### src/rtl/beat_timing_gen_if.sv
// beat_timing_gen_if
//   Link between the beat generator and the hardwired controller `cpu`.
//   Signals:
//     w1, w2, w3  beat lines, generator -> cpu (one-hot while running, all 0 when halted)
//     short       cpu -> generator: end the machine cycle after W1
//     long        cpu -> generator: extend the machine cycle to W3
//     stop        cpu -> generator: halt at the end of the current machine cycle
//   Modports:
//     master  beat generator side (drives w*, samples short/long/stop)
//     slave   cpu side (samples w*, drives short/long/stop)
//
// Link contract: there is no valid/ready pair. The beat lines act as the
// "valid" of each beat and are always accepted. The cpu answers with
// short/long/stop, which are level signals. The generator samples them
// only at the t3 rising edge that ends the current beat. Outside RUN they
// are don't-care.
interface beat_timing_gen_if;
    logic w1;
    logic w2;
    logic w3;
    logic short;
    logic long;
    logic stop;

    modport master (
        output w1, w2, w3,
        input  short, long, stop
    );

    modport slave (
        input  w1, w2, w3,
        output short, long, stop
    );
endinterface

### src/rtl/beat_timing_gen.sv
// beat_timing_gen
//   W-phase beat generator for the hardwired controller `cpu`.
//   It produces the one-hot beats w1/w2/w3. The cpu feedback can shorten a
//   machine cycle to W1 only, extend it to W3, or request a halt at the
//   cycle end. The front-panel QD key starts the machine. step_mode halts
//   the machine after every machine cycle.
//   Ports:
//     t3          clock, rising edge
//     clr         synchronous active-high reset; overrides every other input
//     qd          debounced start key level; its rising edge starts the machine from HALT
//     step_mode   1 = halt after every machine cycle (sampled at the cycle end)
//     bus         beat/feedback link to the cpu (master side)
//     running     1 while a beat is active
//     cycle_done  one-cycle pulse after each completed machine cycle
//     cycle_cnt   completed machine cycles, wraps at 2^CNT_W
//     dbg_state   current FSM state, for observation only
module beat_timing_gen #(
    parameter int CNT_W = 16
) (
    input  logic                 t3,
    input  logic                 clr,
    input  logic                 qd,
    input  logic                 step_mode,
    beat_timing_gen_if.master    bus,
    output logic                 running,
    output logic                 cycle_done,
    output logic [CNT_W-1:0]     cycle_cnt,
    output logic [1:0]           dbg_state
);

    typedef enum logic [1:0] {
        S_HALT = 2'd0,
        S_W1   = 2'd1,
        S_W2   = 2'd2,
        S_W3   = 2'd3
    } state_t;

    state_t state;
    state_t state_nxt;
    logic   qd_d;
    logic   qd_rise;
    logic   stop_pend;
    logic   stop_pend_nxt;
    logic   cyc_end;
    logic   w1_q;
    logic   w2_q;
    logic   w3_q;

    // A held key yields a single start: only the 0->1 transition counts.
    assign qd_rise = qd & ~qd_d;

    always_comb begin
        state_nxt     = state;
        stop_pend_nxt = stop_pend;
        cyc_end       = 1'b0;

        case (state)
            S_HALT: if (qd_rise) state_nxt = S_W1;
            S_W1: begin
                // short has priority over long in W1
                if (bus.short) cyc_end = 1'b1;
                else           state_nxt = S_W2;
            end
            S_W2: begin
                if (bus.long) state_nxt = S_W3;
                else          cyc_end   = 1'b1;
            end
            S_W3:    cyc_end   = 1'b1;
            default: state_nxt = S_HALT;
        endcase

        // stop is latched at every RUN edge, the ending edge included.
        // The halt decision below therefore sees a stop sampled at this edge.
        if (state != S_HALT) stop_pend_nxt = stop_pend | bus.stop;

        if (cyc_end) begin
            if (stop_pend_nxt || step_mode) begin
                state_nxt     = S_HALT;
                stop_pend_nxt = 1'b0;
            end else begin
                state_nxt = S_W1;
            end
        end
    end

    // The beats and status are registered from next-state so that they
    // change cleanly at the edge together with the state.
    always_ff @(posedge t3) begin
        if (clr) begin
            state      <= S_HALT;
            qd_d       <= 1'b0;
            stop_pend  <= 1'b0;
            w1_q       <= 1'b0;
            w2_q       <= 1'b0;
            w3_q       <= 1'b0;
            running    <= 1'b0;
            cycle_done <= 1'b0;
            cycle_cnt  <= '0;
        end else begin
            state      <= state_nxt;
            qd_d       <= qd;
            stop_pend  <= stop_pend_nxt;
            w1_q       <= (state_nxt == S_W1);
            w2_q       <= (state_nxt == S_W2);
            w3_q       <= (state_nxt == S_W3);
            running    <= (state_nxt != S_HALT);
            cycle_done <= cyc_end;
            if (cyc_end) cycle_cnt <= cycle_cnt + CNT_W'(1);
        end
    end

    assign bus.w1    = w1_q;
    assign bus.w2    = w2_q;
    assign bus.w3    = w3_q;
    assign dbg_state = state;

endmodule

### src/flat_wrapper.sv
// flat-port wrapper written by rule: the top's interface ports become plain ports
module beat_timing_gen_flat 
#(
    parameter int CNT_W = 16
)
  (t3, clr, qd, step_mode, running, cycle_done, cycle_cnt, dbg_state, bus_w1, bus_w2, bus_w3, bus_short, bus_long, bus_stop);
  beat_timing_gen_if bus_i ();
  input  logic t3;
  input  logic clr;
  input  logic qd;
  input  logic step_mode;
  output logic running;
  output logic cycle_done;
  output logic [CNT_W-1:0] cycle_cnt;
  output logic [1:0] dbg_state;
  output wire logic [$bits(bus_i.w1)-1:0] bus_w1;
  output wire logic [$bits(bus_i.w2)-1:0] bus_w2;
  output wire logic [$bits(bus_i.w3)-1:0] bus_w3;
  input wire logic [$bits(bus_i.short)-1:0] bus_short;
  input wire logic [$bits(bus_i.long)-1:0] bus_long;
  input wire logic [$bits(bus_i.stop)-1:0] bus_stop;
  assign bus_w1 = bus_i.w1;
  assign bus_w2 = bus_i.w2;
  assign bus_w3 = bus_i.w3;
  assign bus_i.short = bus_short;
  assign bus_i.long = bus_long;
  assign bus_i.stop = bus_stop;
  beat_timing_gen #(.CNT_W(CNT_W)) u_core (.t3(t3), .clr(clr), .qd(qd), .step_mode(step_mode), .bus(bus_i), .running(running), .cycle_done(cycle_done), .cycle_cnt(cycle_cnt), .dbg_state(dbg_state));
endmodule
### config.mk
export PLATFORM = sky130hd
export DESIGN_NAME = beat_timing_gen_flat
export DESIGN_NICKNAME = d
export VERILOG_FILES = /design/src/rtl/beat_timing_gen_if.sv /design/src/rtl/beat_timing_gen.sv /design/src/flat_wrapper.sv
export SDC_FILE = /design/constraint.sdc
export NUM_CORES = 1
export LEC_CHECK = 0
export ABC_CLOCK_PERIOD_IN_PS = 1500
export CORE_MARGIN = 4
export CORE_UTILIZATION = 41
export CTS_CLUSTER_SIZE = 20
export DETAILED_ROUTE_END_ITERATION = 6
export PLACE_DENSITY = 0.84
export SLEW_MARGIN = 5
export SYNTH_ARGS = -nofsm -noshare
export SYNTH_HDL_FRONTEND = slang
export SYNTH_SLANG_ARGS = --single-unit
export TNS_END_PERCENT = 10
### constraint.sdc
create_clock -name t3 -period 1.5 [get_ports t3]
set_input_delay 0.225 -clock t3 [delete_from_list [all_inputs] [get_ports t3]]
set_output_delay 0.225 -clock t3 [all_outputs]
set_load 0.05 [all_outputs]
# After elaboration in Yosys (flattened, before gate mapping)
# Cells that the tools add are included.
# W data, S select, Z words.
[word_totals] regBits=25 input_bits=7 output_inout_bits=23 wordCells=35
[classes] add_sub_neg=1 n_eq_ne=6 n_mux=12 bitwise=3 reduce_logical=4
[ops] op="$add A16 B1 Y16 const B" n=1
[ops] op="$eq A2 B2 Y1 const B" n=4
[ops] op="$mux W2" n=4
[ops] op="$mux W1" n=6
[ops] op="$pmux W2 S3" n=1
[ops] op="$eq A2 B1 Y1 const B" n=2
[ops] op="$reduce_bool A2 Y1" n=2
[ops] op="$pmux W1 S3" n=1
[ops] op="$logic_not A2 Y1" n=1
[ops] op="$and A1 B1 Y1" n=1
[ops] op="$logic_or A1 B1 Y1" n=1
[ops] op="$not A1 Y1" n=1
[ops] op="$or A1 B1 Y1" n=1

# Depth between registers and ports, before layout
[depth] ltp_word=6 mapped_depth=5 ltp_nobuf=4

# Worst setup path after synthesis
# OpenSTA, ideal clock, no wires.
[synth_timing] path_kind="register -> register" startpoint="register u_core.cycle_cnt[2]" endpoint="register u_core.cycle_cnt[14]" setup_ns=0.070 arrival_time_ns=1.823 required_ns=1.430 path_slack_ns=-0.393 stages_incl_launch_ff=5 n_path_buf=0 period_less_slack_ns=1.893 path_cell_list="dfxtp_1 and4_4 nand4_4 or4_1 a21oi_1"
[synth_between] elab_chain_cells=1
[synth_rtl] item="start: declaration" line_no="beat_timing_gen.sv:27" text="output logic [CNT_W-1:0] cycle_cnt,"
[synth_rtl] item="start signal: assignment" line_no="beat_timing_gen.sv:108" text="if (cyc_end) cycle_cnt <= cycle_cnt + CNT_W'(1);"
[synth_rtl] item="$add A16 B1 Y16" line_no="beat_timing_gen.sv:108"
# Every way passes these cells.
# A chain may end at the register's enable or synchronous reset.

# Worst setup path after layout
[layout_timing] startpoint="register u_core.cycle_cnt[5]" endpoint="register u_core.cycle_cnt[7]"
# Same word-level chain as after synthesis.

==> results.sh <==
export IMPL_start_util=0.432
export IMPL_vias=1010
export IMPL_wl_per_cell_um=13.3
export IMPL_cp_data_arrival_time_ns=1.70
export IMPL_syn_avg_cell_area_um2=9.39
export IMPL_syn_nets=122
export IMPL_drt_iter0_drc=29
export IMPL_clock_latency_ns=0.31
export IMPL_root_buffer="clkbuf_4"
export IMPL_grt_usage=0.141
export IMPL_tightest_slew_ns=0.246
export IMPL_whs_endpoint="u_core.qd_d"
export IMPL_design_core_area_um2=2480
export IMPL_worstRegToRegCells=5
export IMPL_placed_area_um2=1520
export IMPL_syn_to_final_growth_pct=52.2
export IMPL_max_slew_margin_rel=0.835
export IMPL_rsz0062_at_grt="yes"
export IMPL_die_y_um=59.1
export IMPL_n_antenna_cell=0
export IMPL_setup_tns_final_ns=0
export IMPL_io_buffer_count=29
export IMPL_yosysWarnings=0
export IMPL_cts_buffer_depth=2
export IMPL_critical_path_slowest_cell="dfxtp_4"
export IMPL_cp_end_kind="register"
export IMPL_timing_rr_start="u_core.cycle_cnt[5]"
export IMPL_timing_rr_end="u_core.cycle_cnt[7]"
export IMPL_period_share=0.976
export IMPL_reg2reg_slack_ns=0.04
export IMPL_grt_pass1_wl_mm=3.96
export IMPL_synthArstFlopShare=0
export IMPL_dieArea_um2=3490
export IMPL_clock_sinks=25
export IMPL_dp_hpwl_mm=1.78
export IMPL_grt_pass1_vias=939
export IMPL_timing_final_ws_setup_ns=0.0361
export IMPL_stdcell_area_um2=1630
export IMPL_fp_row_count=18
export IMPL_drive_above_1_share=0.466
export IMPL_synth_edf_count=0
export IMPL_nFillCells=209
export IMPL_h_tree_depth=1
export IMPL_irDropWorstVdd_uv=703
export IMPL_totalWireLength_mm=2.53
export IMPL_final_nets=170
export IMPL_clkSlewWorstSetupHoldPaths_ns=0.13
export IMPL_yosysUniqueCellTypes=31
export IMPL_critical_path_max_fanout=4
export IMPL_timing_fmax_mhz=683
export IMPL_max_stage_delay_ns=0.38
export IMPL_place_worst_setup_slack_ns=-0.273
export IMPL_setup_viol_count_final=0
export IMPL_finClkSkew_ns=0.00380
export IMPL_synthFlopType="dfxtp_1"
export IMPL_gr_total_overflow=0
export IMPL_detail_route_antenna_nets=0
export IMPL_start_kind="register"
export IMPL_hold_start="qd"
export IMPL_place_gp_congestion=0.712
export IMPL_slew_violations=0
export IMPL_cap_violations=0
export IMPL_synth_seq_cells=25
export IMPL_postSynthCellCount=114
export IMPL_grt_max_degree=26
export IMPL_drc=0
export IMPL_cp_buffers_inverters=1
export IMPL_synth_area_um2=1070
export IMPL_die_w_um=59.1
export IMPL_ys_seq_area_frac=0.467
export IMPL_crit_required_ns=1.74
export IMPL_whs_ns=0.488
export IMPL_fin_crit_ns=1.46
export IMPL_cpLargestDelayFamily="simple AND/OR/NAND/NOR gates"
export IMPL_antenna_found_initial=0
export IMPL_leakage_uw=0.000627
export IMPL_cts_tree="built"
export IMPL_crit_cells=5
export IMPL_p_per_area_nw_per_um2=704
export IMPL_ios=30
export IMPL_crit_type="reg -> reg"
export IMPL_final_util=0.658
export IMPL_min_path_cells=2
export IMPL_vias_per_cell=5.29
export IMPL_hold_class="in -> reg"
export IMPL_cts_buffers=3
export IMPL_status="complete, no violations"
export IMPL_hold_viol=0
export IMPL_drtPass1Iterations=4
export IMPL_worstPathCellList="and4_4 > buf_4 > nand4_2 > or3_1 > a21oi_1"
report_power, final:
part / switching (µW) / total [µW] / internal [µW]
clock network: 190 / 293 / 104
logic: 100 / 184 / 83.4
registers: 10.1 / 671 / 661
stage by stage:
stage	std cells	power [µW]
2_1_floorplan	114	788
5_1_grt	191	1210
3_3_place_gp	179	862
3_5_place_dp	179	864
4_1_cts	183	1150
6_report	191	1150
flip-flops by register name, summed over array words and instances, names as in the netlist:
name	cells
u_core.cycle_done	1
u_core.running	1
u_core.qd_d	1
u_core.cycle_cnt	16
u_core.bus.w1	1
u_core.dbg_state	2
u_core.bus.w2	1
u_core.stop_pend	1
u_core.bus.w3	1
layer usage:
layer  up-vias  track usage  part of all wire
met5         -            0                 0
met4         0       0.0324            0.0075
met3         2       0.0327             0.064
met2        31        0.248              0.51
met1       464        0.174              0.42
li1        513            -                 -
placed cells by master (no fill, tap or decap), types with 2 or more instances in the layout:
master           count
clkdlybuf4s50_1      6
nand3_1              3
nand2_1              4
dfxtp_1              9
clkbuf_4             3
buf_12               5
nand4_1              4
dfxtp_4             12
nand4_4              2
dfxtp_2              4
and4_4               2
nor3_1               3
inv_1                2
or3_1                3
a21oi_1             13
o31ai_1              3
or3_2                3
buf_4               35
nor2_1              10
or4_1                2
nor3b_1              4
xor2_1               4
o21ai_0              7
xnor2_1              2
area by class of cell:
type | instances | area, µm² | share of cell area
multi-input combinational | 84 | 586 | 0.359
sequential | 25 | 551 | 0.338
timing repair buffer | 46 | 423 | 0.259
tap | 30 | 37.5 | 0.0230
clock buffer | 4 | 26.3 | 0.0161
inverter | 2 | 7.51 | 0.00460
worst max path at each step:
stage	from	endpoint
final	u_core.cycle_cnt[5]	u_core.cycle_cnt[7]
after global routing	u_core.cycle_cnt[5]	u_core.cycle_cnt[14]
after global placement	bus_short	u_core.cycle_cnt[13]
after floorplan	u_core.cycle_cnt[2]	u_core.cycle_cnt[13]
after detailed placement	bus_short	u_core.cycle_cnt[14]
after CTS	u_core.cycle_cnt[8]	u_core.cycle_cnt[15]
cell families after synthesis:
family	count (synthesis)	share of synthesized area
and+or+nand+nor	49	0.301
AOI/OAI and AO/OA	27	0.148
DFF	25	0.467
xor gates and xnor gates	6	0.0491
buffers and inverters	6	0.0222
adders and majority gates	1	0.0117
synthesized netlist by cell type, drive strengths merged (3+ instances only):
cell type / n / area, µm²
nor3b: 4 / 30.0
or4: 3 / 22.5
clkbuf: 3 / 11.3
or3: 6 / 41.3
o31ai: 3 / 22.5
nor3: 3 / 15.0
a21oi: 14 / 70.1
nor2: 10 / 37.5
xor2: 4 / 35.0
nand3: 4 / 20.0
o21ai: 7 / 35.0
dfxtp: 25 / 500
nand2: 4 / 15.0
nand4: 6 / 67.6
timing repair:
action | 4_1_cts | 5_1_grt
buffers inserted | 0 | 7
setup endpoints to repair | 0 | 6
hold buffers | 0 | 0
gates resized for setup | 0 | 6
(Power assumes the default switching activity.)
